**src/rtl/divider_seq.sv**
```systemverilog
// Multi-cycle restoring divider for DIV/IDIV, 16/8 and 32/16 forms.
// Errors flag divide-by-zero and quotient overflow for the INT 0 path.
module divider_seq (
    input  logic        clk,
    input  logic        reset_n,
    input  logic        start,
    input  logic        is_8_bit,
    input  logic        is_signed,
    input  logic [31:0] dividend,
    input  logic [15:0] divisor,
    output logic [15:0] quotient,
    output logic [15:0] remainder,
    output logic        busy,
    output logic        complete,
    output logic        error
);

    typedef enum logic [2:0] {
        S_IDLE, S_SETUP, S_DIVIDE, S_FIXUP, S_DONE
    } state_t;

    state_t      r_state;
    logic        r_m8;
    logic        r_sgn;
    logic        r_negq;
    logic        r_negr;
    logic        r_err;
    logic [31:0] r_dvd;
    logic [15:0] r_dvs;
    logic [15:0] r_rem;
    logic [15:0] r_quo;
    logic [4:0]  r_cnt;

    logic        w_dvd_neg;
    logic        w_dvs_neg;
    logic [31:0] w_dvd_raw;
    logic [31:0] w_dvd_sx;
    logic [31:0] w_dvd_mag;
    logic [15:0] w_dvs_raw;
    logic [15:0] w_dvs_sx;
    logic [15:0] w_dvs_mag;
    logic [15:0] w_hi;
    logic [15:0] w_lo;
    logic        w_setup_err;
    logic [16:0] w_sh;
    logic        w_ge;
    logic [15:0] w_sub;
    logic [15:0] w_qmag;
    logic [15:0] w_rmag;
    logic [15:0] w_qs;
    logic [15:0] w_rs;
    logic [15:0] w_mask;
    logic [15:0] w_lim;
    logic        w_ovf;
    logic        w_fail;

    assign w_dvd_neg = r_sgn & (r_m8 ? r_dvd[15] : r_dvd[31]);
    assign w_dvs_neg = r_sgn & (r_m8 ? r_dvs[7] : r_dvs[15]);
    assign w_dvd_raw = r_m8 ? {16'd0, r_dvd[15:0]} : r_dvd;
    assign w_dvd_sx  = r_m8 ? {{16{r_dvd[15]}}, r_dvd[15:0]} : r_dvd;
    assign w_dvd_mag = w_dvd_neg ? (32'd0 - w_dvd_sx) : w_dvd_raw;
    assign w_dvs_raw = r_m8 ? {8'd0, r_dvs[7:0]} : r_dvs;
    assign w_dvs_sx  = r_m8 ? {{8{r_dvs[7]}}, r_dvs[7:0]} : r_dvs;
    assign w_dvs_mag = w_dvs_neg ? (16'd0 - w_dvs_sx) : w_dvs_raw;

    // 8-bit low half sits in the top byte so both widths shift out of bit 15
    assign w_hi = r_m8 ? {8'd0, w_dvd_mag[15:8]} : w_dvd_mag[31:16];
    assign w_lo = r_m8 ? {w_dvd_mag[7:0], 8'd0} : w_dvd_mag[15:0];
    assign w_setup_err = (w_dvs_mag == 16'd0) | (w_hi >= w_dvs_mag);

    assign w_sh  = {r_rem, r_quo[15]};
    assign w_ge  = w_sh >= {1'b0, r_dvs};
    assign w_sub = w_sh[15:0] - r_dvs;

    assign w_mask = r_m8 ? 16'h00FF : 16'hFFFF;
    assign w_lim  = r_m8 ? 16'h0080 : 16'h8000;
    assign w_qmag = r_quo & w_mask;
    assign w_rmag = r_rem & w_mask;
    assign w_qs   = (r_negq ? (16'd0 - w_qmag) : w_qmag) & w_mask;
    assign w_rs   = (r_negr ? (16'd0 - w_rmag) : w_rmag) & w_mask;
    assign w_ovf  = r_sgn & (r_negq ? (w_qmag > w_lim) : (w_qmag >= w_lim));
    assign w_fail = r_err | w_ovf;

    always_ff @(posedge clk or negedge reset_n) begin
        if (!reset_n) begin
            r_state   <= S_IDLE;
            r_m8      <= 1'b0;
            r_sgn     <= 1'b0;
            r_negq    <= 1'b0;
            r_negr    <= 1'b0;
            r_err     <= 1'b0;
            r_dvd     <= 32'd0;
            r_dvs     <= 16'd0;
            r_rem     <= 16'd0;
            r_quo     <= 16'd0;
            r_cnt     <= 5'd0;
            quotient  <= 16'd0;
            remainder <= 16'd0;
            busy      <= 1'b0;
            complete  <= 1'b0;
            error     <= 1'b0;
        end else begin
            unique case (r_state)
                S_IDLE: begin
                    if (start) begin
                        r_m8    <= is_8_bit;
                        r_sgn   <= is_signed;
                        r_dvd   <= dividend;
                        r_dvs   <= divisor;
                        busy    <= 1'b1;
                        r_state <= S_SETUP;
                    end
                end
                S_SETUP: begin
                    r_negq  <= w_dvd_neg ^ w_dvs_neg;
                    r_negr  <= w_dvd_neg;
                    r_dvs   <= w_dvs_mag;
                    r_rem   <= w_hi;
                    r_quo   <= w_lo;
                    r_cnt   <= r_m8 ? 5'd8 : 5'd16;
                    r_err   <= w_setup_err;
                    // early errors still pass through FIXUP to keep a fixed 3-cycle latency
                    r_state <= w_setup_err ? S_FIXUP : S_DIVIDE;
                end
                S_DIVIDE: begin
                    r_rem <= w_ge ? w_sub : w_sh[15:0];
                    r_quo <= {r_quo[14:0], w_ge};
                    r_cnt <= r_cnt - 5'd1;
                    if (r_cnt == 5'd1) begin
                        r_state <= S_FIXUP;
                    end
                end
                S_FIXUP: begin
                    error     <= w_fail;
                    quotient  <= w_fail ? 16'd0 : w_qs;
                    remainder <= w_fail ? 16'd0 : w_rs;
                    busy      <= 1'b0;
                    complete  <= 1'b1;
                    r_state   <= S_DONE;
                end
                S_DONE: begin
                    complete <= 1'b0;
                    r_state  <= S_IDLE;
                end
                default: r_state <= S_IDLE;
            endcase
        end
    end

endmodule

```
**config.mk**
```make
export PLATFORM = sky130hd
export DESIGN_NAME = divider_seq
export DESIGN_NICKNAME = d
export VERILOG_FILES = /design/src/rtl/divider_seq.sv
export SDC_FILE = /design/constraint.sdc
export NUM_CORES = 1
export LEC_CHECK = 0
export BUFFER_PORTS_ARGS = -buffer_cell sky130_fd_sc_hd__buf_4
export CORE_AREA = 2 2 151 153
export CTS_CLUSTER_DIAMETER = 150
export CTS_CLUSTER_SIZE = 30
export DETAILED_ROUTE_END_ITERATION = 12
export DIE_AREA = 0 0 153 155
export SLEW_MARGIN = 20
export SYNTH_ARGS = -nofsm -noshare
export SYNTH_HDL_FRONTEND = slang
export SYNTH_SLANG_ARGS = --single-unit
```
**constraint.sdc**
```tcl
create_clock -name clk -period 3 [get_ports clk]
set_input_delay 0.45 -clock clk [delete_from_list [all_inputs] [get_ports clk]]
set_output_delay 0.45 -clock clk [all_outputs]
set_load 0.02 [all_outputs]
```
==> impl.org <==
** Logic synthesis
- The synthesized design contains 128 register bits.
- Post-synth ARST share :: 100.0%
- The mapped netlist covers 8726 um^2.
- The top cell type by area accounts for 36.71% of the synthesized area.
- Leading cell type by number of instances after synthesis :: sky130_fd_sc_hd__dfrtp_1
- Leading post-synthesis cells by instance count :: sky130_fd_sc_hd__dfrtp_1, sky130_fd_sc_hd__nand2_1, sky130_fd_sc_hd__o21ai_0
- Syn Area/Cell :: 8.886 um^2
- By area the synthesized netlist is led by sky130_fd_sc_hd__dfrtp_1, sky130_fd_sc_hd__ha_1, sky130_fd_sc_hd__o21ai_0.
- When the netlist entered floorplanning its net count stood at 1075.
- Summed over all instances, the cell type with the most area after synthesis is sky130_fd_sc_hd__dfrtp_1.
- In the synthesized netlist the dominant register cell turns out to be sky130_fd_sc_hd__dfrtp_1.
- In this run, synthesis inferred 0 flip-flops with an integrated enable.
- Seq/Total Area, Yosys :: 36.71%
- The number of different library cells used by synthesis comes to 84.
- For this run, the number of Yosys warnings is 0.
- Gate count after technology mapping :: 982

** Critical path
- The worst setup path is of the reg2reg kind.
- FF-to-FF path depth :: 14
- Along the worst path, the maximum fanout reaches 6.
- The worst setup path is captured at a flip-flop.
- Kind of launch point of the worst setup path :: flip-flop
- Data on the critical path arrives at its endpoint at 3.70 ns.
- Critical Path RT :: 3.26 ns

** Place
- After legalization and detailed placement, the total HPWL measured 19590 um.
- At the end of routability-driven placement, the weighted congestion stood at 0.8961.
- Input and output buffers added on the ports amount to 87.

** Routing
- Routed wire length per instance :: 17.31 um
- Via Count :: 8058
- Drt first-iter violations :: 691
- Total wire length after detailed routing :: 25580 um
- After detailed routing, the number of remaining DRC violations is 0.
- After detailed routing, the number of vias per cell comes to 5.452.
- Number of iterations in the first detailed-routing pass :: 6
- The count of nets left with antenna violations once routing finished came out at 0.

** Timing
- The number of endpoints with negative hold slack in the final report came to 0.
- Clock skew on the completed layout was measured at 0.007589 ns.
- Final clock period utilization by the worst path :: 114.6%
- Timing would allow up to 0.2908 GHz.
- RSZ-0062 raised after global routing :: yes
- Minimum hold slack :: 0.06610 ns
- Slack of the critical path :: -0.4389 ns
- Final-layout setup total negative slack :: -0.8642 ns
- Count of final setup violators :: 2
- Number of max-slew violations in the final report :: 0
- Least-Margin Pin Slew :: 0.9918 ns
- Rel. slew slack :: 33.88%
- Crit path time final :: 3.439 ns

** CTS
- Total CTS buffers :: 17
- At the later pin of the worst-skew pair, clock insertion delay measures 0.43 ns.
- Counting along the longest clock path gives a buffer depth of 2.
- In this run the clock root is driven by a sky130_fd_sc_hd__clkbuf_16.
- TritonCTS built the clock tree.
- Clk sink count :: 128
- In this run the number of H-tree levels came out at 4.
- Register clock-pin slew on the reported worst setup and hold paths :: 0.06 ns

** Global routing
- Global routing usage summed across all routing layers :: 21.85%
- The number of global-route vias before repair is 7767.
- Pin count of the biggest net entering global routing :: 59
- The first global-routing pass estimated 41460 um of wire.
- The initial antenna violation count came to 0.
- Global routing finished with a remaining overflow of 0.

** Worst hold path
- The path class of the tightest hold or removal check is in2async.

** Pwr
- Leakage Power :: 0.004987 uW
- For this design the ratio of total power to cell area is 1419 nW/um^2.
- Maximum resistive drop on vdd :: 0.0005470 V

** Flow run
- Count of max-cap constraint violations :: 0

** Die
- The die is 153 um wide.
- The core region is 22230 um^2.
- The floorplan has 55 rows.
- Effective utilization at floorplan :: 39.26%
- I/O pins :: 88
- The die is 155 um tall.
- Die area :: 23720 um^2

** Cells and area
- Proportion of layout cells with a drive suffix above 1 :: 29.59%
- The repair_antennas step left the layout with diodes totalling 0.
- The final layout contains 1274 nets.
- Fraction of the core area covered by cells at the end of the flow :: 50.95%
- Relative to the synthesized area, the layout overhead comes to 29.78%.

** Run status
- The run finished, with violations left.
- The final reports fail on negative setup slack.
## sequential cells by signal, summed over array words and instances, names as in the netlist
| signal | cells |
|---|---|
| r_dvd | 32 |
| quotient | 16 |
| r_dvs | 16 |
| r_quo | 16 |
| r_rem | 16 |
| remainder | 16 |
| r_cnt | 5 |
| r_state | 3 |
| busy | 1 |
| complete | 1 |
| error | 1 |
| r_err | 1 |
| r_m8 | 1 |
| r_negq | 1 |
| r_negr | 1 |
| r_sgn | 1 |
## final cells by class
class	count	area [um^2]
repair buffers	238	1824
fillers	2113	10900
clock buffers	19	452.9
well taps	285	356.6
clock inverters	12	100.1
flip-flops and latches	128	3204
multi-input cells	756	5236
inverters	40	150.1
## metal layers
layer	wire (um)	GRT usage [%]	vias up	share of wire [%]
li1	-	-	3972	-
met1	12550	32.33	3852	49
met2	11360	32.95	207	44
met3	1240	3.844	27	4.8
met4	427	5.952	0	1.7
met5	0	0	-	0
## stage by stage
stage / worst slack (ns) / total power, uW / std cells / cell area [um^2]
after global routing: -0.5951 / 17370 / 1478 / 11320
after detailed placement: -0.4554 / 13710 / 1438 / 10630
after CTS: -0.3948 / 15750 / 1469 / 11200
after global placement: -0.3376 / 13590 / 1438 / 10630
final: -0.4389 / 16070 / 1478 / 11320
after floorplan: -0.1140 / 9756 / 982 / 8756
## worst paths after layout
kind	startpoint	end	slack, ns
max in group asynchronous	reset_n	remainder[10]	2.27
worst max-delay path	r_dvd[10]	r_state[0]	-0.44
worst min register to register	remainder[10]	remainder[10]	0.48
worst max register to register	r_dvd[10]	r_state[0]	-0.44
min in group clk	dividend[1]	r_dvd[1]	0.22
worst min-delay path	reset_n	r_quo[0]	0.07
## logic make-up (layout without fill, tap and decap cells)
group | Yosys count | in the layout | synth area share, %
AO/OA/AOI/OAI | 301 | 301 | 22.41
buffers and inverters | 98 | 309 | 4.531
flip-flops | 128 | 128 | 36.71
XOR/XNOR | 72 | 72 | 7.227
multiplexers | 56 | 56 | 6.911
adder cells (fa/ha/maj) | 40 | 40 | 5.822
AND/OR/NAND/NOR | 287 | 287 | 16.39
## worst max-delay path, stage by stage, from the launching register on
cell	delay, ns
sky130_fd_sc_hd__dfrtp_1	0.38
sky130_fd_sc_hd__or4_4	0.54
sky130_fd_sc_hd__nand4b_4	0.26
sky130_fd_sc_hd__buf_4	0.19
sky130_fd_sc_hd__nor3_2	0.13
sky130_fd_sc_hd__mux2i_1	0.25
sky130_fd_sc_hd__o221ai_2	0.13
sky130_fd_sc_hd__ha_1	0.31
sky130_fd_sc_hd__a21o_1	0.19
sky130_fd_sc_hd__a211o_1	0.26
sky130_fd_sc_hd__a41oi_2	0.19
sky130_fd_sc_hd__nor4_2	0.06
sky130_fd_sc_hd__a211oi_2	0.16
sky130_fd_sc_hd__buf_4	0.16
sky130_fd_sc_hd__o32ai_2	0.06
## cells in the final DEF, fill, tap and decap left out, types with 10 or more instances in the layout
cell type / netlist / routed
sky130_fd_sc_hd__a21o_1: 10 / 10
sky130_fd_sc_hd__a21oi_1: 61 / 58
sky130_fd_sc_hd__a22oi_1: 22 / 22
sky130_fd_sc_hd__buf_4: 2 / 235
sky130_fd_sc_hd__clkbuf_16: 0 / 17
sky130_fd_sc_hd__dfrtp_1: 128 / 127
sky130_fd_sc_hd__ha_1: 39 / 37
sky130_fd_sc_hd__inv_1: 39 / 38
sky130_fd_sc_hd__mux2_2: 34 / 34
sky130_fd_sc_hd__mux2i_1: 22 / 21
sky130_fd_sc_hd__nand2_1: 103 / 103
sky130_fd_sc_hd__nand2b_1: 10 / 10
sky130_fd_sc_hd__nand3_1: 12 / 12
sky130_fd_sc_hd__nor2_1: 68 / 67
sky130_fd_sc_hd__nor2b_1: 10 / 10
sky130_fd_sc_hd__nor3_1: 23 / 21
sky130_fd_sc_hd__o211ai_1: 10 / 10
sky130_fd_sc_hd__o21ai_0: 97 / 94
sky130_fd_sc_hd__o21ai_1: 10 / 12
sky130_fd_sc_hd__o31ai_1: 11 / 10
sky130_fd_sc_hd__or3_1: 13 / 13
sky130_fd_sc_hd__xnor2_1: 36 / 36
sky130_fd_sc_hd__xor2_1: 36 / 36
## what timing repair did
action	4_1_cts	5_1_grt
resized for setup	3	14
setup endpoints to repair	2	3
hold endpoints to repair	0	0
hold buffers	0	0
pin swaps	6	15
buffers inserted	0	9
## where the power goes
part | total (uW) | leakage, uW | internal [uW] | switching (uW)
Sequential | 3330 | 0.00158 | 2560 | 774
Combinational | 10800 | 0.00315 | 5010 | 5750
Clock | 1980 | 0.000260 | 1110 | 868
Power figures use the tool's default switching activity.
